$ cat src/rtl/uart_pkg.sv
// uart_pkg: shared constants and state encodings for the uart_xcvr transceiver.
//   - Parity mode encodings used by the PARITY parameter.
//   - Oversampling ratio and mid-bit sample point.
//   - TX and RX FSM state enumerations.
package uart_pkg;

    localparam int unsigned PAR_NONE = 0;
    localparam int unsigned PAR_ODD  = 1;
    localparam int unsigned PAR_EVEN = 2;

    localparam int unsigned OVERSAMPLE   = 16;
    localparam int unsigned SAMPLE_POINT = 8;

    typedef enum logic [2:0] {
        TxIdle,
        TxStart,
        TxData,
        TxParity,
        TxStop
    } tx_state_e;

    typedef enum logic [2:0] {
        RxIdle,
        RxStart,
        RxData,
        RxParity,
        RxStop,
        RxBrk
    } rx_state_e;

endpackage

$ cat src/rtl/uart_tick_gen.sv
// uart_tick_gen: oversample tick divider.
//   clk   in  system clock
//   rst   in  synchronous active-high reset
//   clr   in  synchronous phase realign; counter restarts at 0
//   tick  out one-cycle pulse every CLK_DIV cycles (when the counter wraps)
module uart_tick_gen
    import uart_pkg::*;
#(
    parameter int unsigned CLK_DIV = 54
) (
    input  logic clk,
    input  logic rst,
    input  logic clr,
    output logic tick
);

    localparam int unsigned CW = (CLK_DIV > 1) ? $clog2(CLK_DIV) : 1;

    logic [CW-1:0] cnt_q;

    assign tick = (cnt_q == CW'(CLK_DIV - 1));

    always_ff @(posedge clk) begin
        if (rst || clr) begin
            cnt_q <= '0;
        end else if (tick) begin
            cnt_q <= '0;
        end else begin
            cnt_q <= cnt_q + CW'(1);
        end
    end

endmodule

$ cat src/rtl/uart_xcvr.sv
// uart_xcvr: parametrised UART transceiver (valid/ready TX, 16x oversampled RX).
//   clk       in  system clock
//   rst       in  synchronous active-high reset
//   loopback  in  (only with UART_LOOPBACK_EN) route internal TX bit to RX, hold tx pin high
//   tx_data   in  DATA_BITS word to send, LSB first
//   tx_valid  in  TX request
//   tx_ready  out TX idle; transfer when tx_valid && tx_ready
//   tx        out serial output, idle high
//   rx        in  serial input, asynchronous
//   rx_data   out received word, held until the next rx_valid
//   rx_valid  out one-cycle pulse per received frame
//   rx_perr   out parity error, qualified by rx_valid
//   rx_ferr   out framing error (first stop bit low), qualified by rx_valid
// Optional feature macro: UART_LOOPBACK_EN.
module uart_xcvr
    import uart_pkg::*;
#(
    parameter int unsigned CLK_DIV   = 54,
    parameter int unsigned DATA_BITS = 8,
    parameter int unsigned PARITY    = 0,
    parameter int unsigned STOP_BITS = 1
) (
    input  logic                 clk,
    input  logic                 rst,
`ifdef UART_LOOPBACK_EN
    input  logic                 loopback,
`endif
    input  logic [DATA_BITS-1:0] tx_data,
    input  logic                 tx_valid,
    output logic                 tx_ready,
    output logic                 tx,
    input  logic                 rx,
    output logic [DATA_BITS-1:0] rx_data,
    output logic                 rx_valid,
    output logic                 rx_perr,
    output logic                 rx_ferr
);

    localparam int unsigned OS_W = $clog2(OVERSAMPLE);
    localparam int unsigned BW   = 3;

    // ---------------------------------------------------------------- TX
    tx_state_e             tx_state_q, tx_state_d;
    logic [DATA_BITS-1:0]  tx_shift_q, tx_shift_d;
    logic                  tx_par_q, tx_par_d;
    logic [OS_W-1:0]       tx_os_q, tx_os_d;
    logic [BW-1:0]         tx_bit_q, tx_bit_d;
    logic                  tx_q, tx_d;
    logic                  tx_tick, tx_clr, tx_bit_end;

    uart_tick_gen #(
        .CLK_DIV (CLK_DIV)
    ) u_tx_tick (
        .clk  (clk),
        .rst  (rst),
        .clr  (tx_clr),
        .tick (tx_tick)
    );

    assign tx_bit_end = tx_tick && (tx_os_q == OS_W'(OVERSAMPLE - 1));

    always_comb begin
        tx_state_d = tx_state_q;
        tx_shift_d = tx_shift_q;
        tx_par_d   = tx_par_q;
        tx_os_d    = tx_os_q;
        tx_bit_d   = tx_bit_q;
        tx_d       = tx_q;
        tx_clr     = 1'b0;
        if (tx_tick) begin
            tx_os_d = tx_os_q + OS_W'(1);
        end
        unique case (tx_state_q)
            TxIdle: begin
                tx_d = 1'b1;
                if (tx_valid) begin
                    // Restart the divider so the start bit lasts exactly one bit period.
                    tx_state_d = TxStart;
                    tx_shift_d = tx_data;
                    tx_par_d   = (PARITY == PAR_ODD) ? ~^tx_data : ^tx_data;
                    tx_os_d    = '0;
                    tx_bit_d   = '0;
                    tx_clr     = 1'b1;
                    tx_d       = 1'b0;
                end
            end
            TxStart: begin
                if (tx_bit_end) begin
                    tx_state_d = TxData;
                    tx_d       = tx_shift_q[0];
                end
            end
            TxData: begin
                if (tx_bit_end) begin
                    tx_shift_d = tx_shift_q >> 1;
                    if (tx_bit_q == BW'(DATA_BITS - 1)) begin
                        tx_bit_d = '0;
                        if (PARITY != PAR_NONE) begin
                            tx_state_d = TxParity;
                            tx_d       = tx_par_q;
                        end else begin
                            tx_state_d = TxStop;
                            tx_d       = 1'b1;
                        end
                    end else begin
                        tx_bit_d = tx_bit_q + BW'(1);
                        tx_d     = tx_shift_d[0];
                    end
                end
            end
            TxParity: begin
                if (tx_bit_end) begin
                    tx_state_d = TxStop;
                    tx_d       = 1'b1;
                end
            end
            TxStop: begin
                if (tx_bit_end) begin
                    if (tx_bit_q == BW'(STOP_BITS - 1)) begin
                        tx_state_d = TxIdle;
                        tx_bit_d   = '0;
                    end else begin
                        tx_bit_d = tx_bit_q + BW'(1);
                    end
                end
            end
            default: begin
                tx_state_d = TxIdle;
                tx_d       = 1'b1;
            end
        endcase
    end

    always_ff @(posedge clk) begin
        if (rst) begin
            tx_state_q <= TxIdle;
            tx_shift_q <= '0;
            tx_par_q   <= 1'b0;
            tx_os_q    <= '0;
            tx_bit_q   <= '0;
            tx_q       <= 1'b1;
        end else begin
            tx_state_q <= tx_state_d;
            tx_shift_q <= tx_shift_d;
            tx_par_q   <= tx_par_d;
            tx_os_q    <= tx_os_d;
            tx_bit_q   <= tx_bit_d;
            tx_q       <= tx_d;
        end
    end

    assign tx_ready = (tx_state_q == TxIdle);

    // ------------------------------------------------------ pin routing
    logic rx_src;

`ifdef UART_LOOPBACK_EN
    assign tx     = loopback ? 1'b1 : tx_q;
    assign rx_src = loopback ? tx_q : rx;
`else
    assign tx     = tx_q;
    assign rx_src = rx;
`endif

    // ---------------------------------------------------------------- RX
    logic [1:0]            rx_sync_q;
    logic                  rxs;
    rx_state_e             rx_state_q, rx_state_d;
    logic [DATA_BITS-1:0]  rx_shift_q, rx_shift_d;
    logic [OS_W-1:0]       rx_os_q, rx_os_d;
    logic [BW-1:0]         rx_bit_q, rx_bit_d;
    logic                  rx_pint_q, rx_pint_d;
    logic [DATA_BITS-1:0]  rx_data_q, rx_data_d;
    logic                  rx_valid_q, rx_valid_d;
    logic                  rx_perr_q, rx_perr_d;
    logic                  rx_ferr_q, rx_ferr_d;
    logic                  rx_tick, rx_clr, rx_mid, rx_exp_par;

    always_ff @(posedge clk) begin
        if (rst) begin
            rx_sync_q <= 2'b11;
        end else begin
            rx_sync_q <= {rx_sync_q[0], rx_src};
        end
    end

    assign rxs = rx_sync_q[1];

    uart_tick_gen #(
        .CLK_DIV (CLK_DIV)
    ) u_rx_tick (
        .clk  (clk),
        .rst  (rst),
        .clr  (rx_clr),
        .tick (rx_tick)
    );

    // After the start-bit check the counter restarts, so the 16th tick of a bit is mid-bit.
    assign rx_mid     = rx_tick && (rx_os_q == OS_W'(OVERSAMPLE - 1));
    assign rx_exp_par = (PARITY == PAR_ODD) ? ~^rx_shift_q : ^rx_shift_q;

    always_comb begin
        rx_state_d = rx_state_q;
        rx_shift_d = rx_shift_q;
        rx_os_d    = rx_os_q;
        rx_bit_d   = rx_bit_q;
        rx_pint_d  = rx_pint_q;
        rx_data_d  = rx_data_q;
        rx_perr_d  = rx_perr_q;
        rx_ferr_d  = rx_ferr_q;
        rx_valid_d = 1'b0;
        rx_clr     = 1'b0;
        if (rx_tick) begin
            rx_os_d = rx_os_q + OS_W'(1);
        end
        unique case (rx_state_q)
            RxIdle: begin
                if (!rxs) begin
                    rx_state_d = RxStart;
                    rx_os_d    = '0;
                    rx_clr     = 1'b1;
                end
            end
            RxStart: begin
                if (rx_tick && (rx_os_q == OS_W'(SAMPLE_POINT - 1))) begin
                    if (rxs) begin
                        rx_state_d = RxIdle;
                    end else begin
                        rx_state_d = RxData;
                        rx_os_d    = '0;
                        rx_bit_d   = '0;
                        rx_pint_d  = 1'b0;
                    end
                end
            end
            RxData: begin
                if (rx_mid) begin
                    rx_shift_d = {rxs, rx_shift_q[DATA_BITS-1:1]};
                    if (rx_bit_q == BW'(DATA_BITS - 1)) begin
                        rx_bit_d   = '0;
                        rx_state_d = (PARITY != PAR_NONE) ? RxParity : RxStop;
                    end else begin
                        rx_bit_d = rx_bit_q + BW'(1);
                    end
                end
            end
            RxParity: begin
                if (rx_mid) begin
                    rx_pint_d  = rxs ^ rx_exp_par;
                    rx_state_d = RxStop;
                end
            end
            RxStop: begin
                if (rx_mid) begin
                    rx_valid_d = 1'b1;
                    rx_data_d  = rx_shift_q;
                    rx_perr_d  = rx_pint_q;
                    rx_ferr_d  = ~rxs;
                    // Leaving mid-stop lets a back-to-back start edge be caught.
                    rx_state_d = rxs ? RxIdle : RxBrk;
                end
            end
            RxBrk: begin
                if (rxs) begin
                    rx_state_d = RxIdle;
                end
            end
            default: rx_state_d = RxIdle;
        endcase
    end

    always_ff @(posedge clk) begin
        if (rst) begin
            rx_state_q <= RxIdle;
            rx_shift_q <= '0;
            rx_os_q    <= '0;
            rx_bit_q   <= '0;
            rx_pint_q  <= 1'b0;
            rx_data_q  <= '0;
            rx_valid_q <= 1'b0;
            rx_perr_q  <= 1'b0;
            rx_ferr_q  <= 1'b0;
        end else begin
            rx_state_q <= rx_state_d;
            rx_shift_q <= rx_shift_d;
            rx_os_q    <= rx_os_d;
            rx_bit_q   <= rx_bit_d;
            rx_pint_q  <= rx_pint_d;
            rx_data_q  <= rx_data_d;
            rx_valid_q <= rx_valid_d;
            rx_perr_q  <= rx_perr_d;
            rx_ferr_q  <= rx_ferr_d;
        end
    end

    assign rx_data  = rx_data_q;
    assign rx_valid = rx_valid_q;
    assign rx_perr  = rx_perr_q;
    assign rx_ferr  = rx_ferr_q;

endmodule
$ cat config.mk
export PLATFORM = sky130hd
export DESIGN_NAME = uart_xcvr
export DESIGN_NICKNAME = d
export VERILOG_FILES = /design/src/rtl/uart_pkg.sv /design/src/rtl/uart_tick_gen.sv /design/src/rtl/uart_xcvr.sv
export SDC_FILE = /design/constraint.sdc
export NUM_CORES = 1
export LEC_CHECK = 0
export CELL_PAD_IN_SITES_DETAIL_PLACEMENT = 1
export CELL_PAD_IN_SITES_GLOBAL_PLACEMENT = 2
export CORE_MARGIN = 2
export CORE_UTILIZATION = 39
export DETAILED_ROUTE_END_ITERATION = 6
export MAX_ROUTING_LAYER = met4
export PLACE_DENSITY_LB_ADDON = 0.1
export SLEW_MARGIN = 20
export SYNTH_ARGS = -nofsm -noshare
export SYNTH_HDL_FRONTEND = slang
export SYNTH_HIERARCHICAL = 1
export SYNTH_SLANG_ARGS = --single-unit
$ cat constraint.sdc
create_clock -name clk -period 4.34 [get_ports clk]
set_input_delay 0.651 -clock clk [delete_from_list [all_inputs] [get_ports clk]]
set_output_delay 0.651 -clock clk [all_outputs]
set_load 0.05 [all_outputs]
### Yosys cells after proc, flatten, opt, wreduce, memory -nomap -nowiden

Index checks and enable logic that the tools add are counted.

| word-level totals | value |
|---|---|
| word-level logic and storage cells | 137 |
| bits in registers | 63 |
| input bits | 12 |
| output and inout bits | 13 |

| operators by class | value |
|---|---|
| bitwise gates (word level) | 4 |
| mux-type cells | 54 |
| add/subtract/negate cells | 6 |
| equality and inequality tests | 31 |
| reductions and logical operators | 25 |

Operators with widths:

| kind | count |
|---|---|
| $mux W3 | 24 |
| $ne A2 B2 Y1 const B | 15 |
| $mux W4 | 6 |
| $pmux W3 S6 | 1 |
| $mux W8 | 2 |
| $pmux W8 S2 | 1 |
| $reduce_and A4 Y1 | 4 |
| $eq A3 B3 Y1 const B | 5 |
| $pmux W3 S5 | 1 |
| $reduce_and A7 Y1 | 2 |
| $mux W1 | 13 |
| $add A6 B1 Y6 const B | 2 |
| $eq A3 B2 Y1 const B | 4 |
| $eq A6 B6 Y1 const B | 2 |
| $logic_not A3 Y1 | 3 |
| $pmux W3 S3 | 1 |
| $add A4 B1 Y4 const B | 2 |
| $eq A4 B4 Y1 const B | 2 |
| $pmux W4 S2 | 1 |
| $reduce_xor A8 Y1 | 1 |
| $add A3 B1 Y3 const B | 2 |
| $eq A3 B1 Y1 const B | 2 |
| $pmux W3 S2 | 1 |
| $reduce_bool A2 Y1 | 3 |
| 12 further kinds | 20 |

### Longest topological paths before layout

| logic depth | value |
|---|---|
| depth in word-level cells | 5 |
| gate-level depth with buffers | 10 |

### Hierarchy

Netlist, hierarchy kept.

Modules (own cells, without submodules):

| module | seq. area each (µm²) | cells each | area an instance (µm²) | instances |
|---|---|---|---|---|
| uart_xcvr | 1021.0 | 266 | 2498.6 | 1 |
| uart_tick_gen | 120.1 | 28 | 257.7 | 2 |

### Least setup slack after synthesis

Ideal clock, no wire load.

| timing | value |
|---|---|
| path kind | register -> output |
| start | reg tx_state_q[0] |
| end | out tx_ready |
| cell stages (with the launch flop) | 3 |
| required time | 3.689 ns |
| arrival | 1.631 ns |
| path slack | 2.058 ns |
| path through | dfxtp_1 > clkbuf_1 > nor3_1 |

| on the way | value |
|---|---|
| longest elaborated chain between the ends | 1 |

Ends and longest elaborated chain:

| item | line | text |
|---|---|---|
| start, declared | uart_xcvr.sv:43 | `tx_state_e tx_state_q, tx_state_d;` |
| start signal, assigned | uart_xcvr.sv:136 | `tx_state_q <= TxIdle;` |
| start signal, assigned | uart_xcvr.sv:143 | `tx_state_q <= tx_state_d;` |
| $logic_not A3 Y1 | uart_xcvr.sv:152 | `assign tx_ready = (tx_state_q == TxIdle);` |
| end, declared | uart_xcvr.sv:30 | `output logic tx_ready,` |

No other way between the ends.

### Final worst setup path

Ends and elaborated chain as after synthesis.

==> impl_results.md <==
- Status: finished clean
- Die Area: 8450 um2
- Fmax achieved: 394 MHz
- CP bufs+invs: 1
- Fin nets: 362
- Port Buf Inserts: 24
- Req. time, crit path: 3.69 ns
- Worst r2r src: u_rx_tick/cnt_q[0]
- Most common cell after layout, fill and taps aside: dfxtp_1
- Pin count of the biggest net entering global routing: 50
- Peak supply drop: 174 uV
- Total grt overflow: 0
- Worst skew pair latency: 0.33 ns
- HP Class: flip-flop to flip-flop
- Die X: 91.9 um
- Crit-path slowest cell: clkdlybuf4s50_1
- Antenna Cells: 0
- Routed WL: 6220 um
- DRT Pass-1 Iters: 4
- Final hold violation count: 0
- # IOs: 25
- Final period utilization: 0.585
- Yosys cell types: 56
- RSZ-0062 raised after global routing: false
- Sequential fraction of the synthesis area: 0.418
- Via count: 2,290
- Worst path arrival time: 1.89 ns
- Drt initial violations: 40
- Startpoint Class: flip-flop
- Vias per cell: 5.13
- GP Congestion: 0.717
- RR Endpoint: rx_shift_q[2]
- Setup bufs post-CTS: 0
- Slew @ Worst Pin: 0.908 ns
- Post-layout min period: 2.54 ns
- Synth Area per Inst: 9.36 um2
- Setup_tns: 0 ns
- Clock buffer depth: 2
- Setup ws final: 1.80 ns
- Num CTS Buffers: 9
- Dpl ws: 1.85 ns
- Cts hold-fix bufs: 0
- Max Clock Skew: 0.00689 ns
- Die height: 91.9 um
- Worst Setup SP: tx_state_q[0]
- Clock tree sinks: 63
- Post-CTS resize count: 0
- Tot GR Track Use: 0.167
- Area growth, synth to finish: 17.1%
- Synth warn: 6
- DRC viols: 0
- Syn Nets: 345
- Main synth FF type: dfxtp_1
- Core area: 7610 um2
- Layout cell share with drive strength beyond 1: 0.0959
- Clock slew at reported path FFs: 0.07 ns
- Total power: 1350 uW
- Commonest non-fill, non-tap cells in the layout: 63 x dfxtp_1, 56 x nor2_1, 28 x mux2i_1
- Setup crit end: tx_ready
- CTS H-Tree Depth: 3
- CTS tree: built
- Crit. End Element: output pin
- Flop-to-flop setup slack: 1.90 ns
- Register bit total from synthesis: 63
- Final setup viols: 0
- Levels on crit path: 2
- Post-Syn Area: 3010 um2
- Worst Path Max Fanout: 17
- Slew Limit Fails: 0
- Max_cap viols: 0
- Leakage: 0.00129 uW
- Antenna violations before repair: 0
- Routed wire length per instance: 14.0 um
- DP HPWL: 4310 um
- Fraction of registers with async set/reset: 0
- Power per standard cell area: 383 nW/um2
- First-pass GRT wire length: 11,100 um
- Post-Syn Instances: 322
- Root Buffer: clkbuf_8
- CP delay by family, top: buffers and inverters
- Initial Util: 0.396
- DRT antenna net count: 0
- Row cnt: 32
- Vias in the first global route: 2,341
- CP max stage delay: 0.83 ns
- Max-slew headroom: 0.395
- Critical-path cell list: nor3_1 -> clkdlybuf4s50_1
- Post-synth EDFFs: 0
- Crit path kind: flip-flop to output pin
- R2R cell count: 7
==> cell type report <==
| class | count | area, um2 |
|---|---|---|
| Inverter | 9 | 33.8 |
| Timing Repair Buffer | 25 | 243 |
| Fill cell | 889 | 4080 |
| Clock buffer | 9 | 124 |
| Multi-Input combinational cell | 231 | 1620 |
| Tap cell | 102 | 128 |
| Sequential cell | 63 | 1260 |
| Clock inverter | 7 | 120 |
==> report_power, final <==
group          internal [uW]  total (uW)  switching, uW
combinational           51.3         103           51.7
clock                    384         625            241
sequential               595         625           30.6
total                   1030        1350            323
==> cells by family (layout without fill, tap and decap cells) <==
| group | Yosys count | count (layout) | share of synthesized area |
|---|---|---|---|
| buf+inv | 28 | 50 | 0.0436 |
| simple gates | 119 | 119 | 0.211 |
| mux | 29 | 29 | 0.0967 |
| compound gates | 53 | 53 | 0.120 |
| fa+ha+maj | 11 | 11 | 0.0457 |
| flops | 63 | 63 | 0.418 |
| xor+xnor | 19 | 19 | 0.0643 |
==> state kept, by name (all words and copies together) (netlist names), 2 cells and up <==
name and cells:
rx_data 8, rx_shift_q 8, tx_shift_q 8, u_rx_tick/cnt_q 6, u_tx_tick/cnt_q 6, rx_os_q 4
tx_os_q 4, rx_bit_q 3, rx_state_q 3, tx_bit_q 3, tx_state_q 3, rx_sync_q 2
==> stage by stage <==
step	cells	hold slack [ns]	area, um2	utilization
after floorplan	322	0.389	3010	-
after global placement	430	0.399	3290	0.432
after detailed placement	430	0.398	3290	0.432
after CTS	446	0.414	3530	0.464
after global routing	446	0.455	3530	0.464
final	446	0.409	3530	0.464
==> synthesized netlist by cell type (all sizes together) (2+ instances only) <==
cell / number / area share
or3: 3 / 0.0062
nor4: 2 / 0.0042
xnor2: 8 / 0.023
or2: 3 / 0.0062
mux2i: 28 / 0.093
xnor3: 2 / 0.015
o21ai: 14 / 0.023
buf: 11 / 0.022
xor2: 9 / 0.026
nand3b: 3 / 0.0075
or4b: 2 / 0.0079
o22a: 2 / 0.0058
nand4b: 2 / 0.0058
nor2b: 2 / 0.0042
ha: 11 / 0.046
a211oi: 8 / 0.024
clkbuf: 8 / 0.010
a21oi: 15 / 0.027
nand2: 7 / 0.0087
nor3: 6 / 0.014
and4: 2 / 0.0058
a21o: 2 / 0.0050
dfxtp: 63 / 0.42
nor2: 56 / 0.070
inv: 9 / 0.011
nand2b: 8 / 0.017
nand4: 5 / 0.010
nor3b: 4 / 0.010
nand3: 9 / 0.018
==> worst register-to-register path: cells and delay by family, from the launching register on <==
kind	cells	cell delay [ns]
adder cells (fa/ha/maj)	1	0.17
flip-flops	1	0.39
multiplexers	1	0.28
AND/OR/NAND/NOR	5	1.46
==> per-layer routing <==
metal,vias up,GRT usage,part of all wire
li1,1167,-,-
met1,1096,0.214,0.48
met2,23,0.264,0.49
met3,4,0.0329,0.019
met4,0,0.0572,0.0043
met5,-,-,0
==> how the worst min path moves through the flow <==
stage | startpoint | end | slack [ns] | depth (start not counted)
finish | rx_sync_q[0] | rx_sync_q[1] | 0.41 | 1
global route | rx_sync_q[0] | rx_sync_q[1] | 0.45 | 1
CTS | rx_sync_q[0] | rx_sync_q[1] | 0.41 | 1
detailed placement | rx_sync_q[0] | rx_sync_q[1] | 0.40 | 1
global placement | rx_sync_q[0] | rx_sync_q[1] | 0.40 | 1
floorplan | rx_sync_q[0] | rx_sync_q[1] | 0.39 | 1
(Power assumes the default switching activity.)
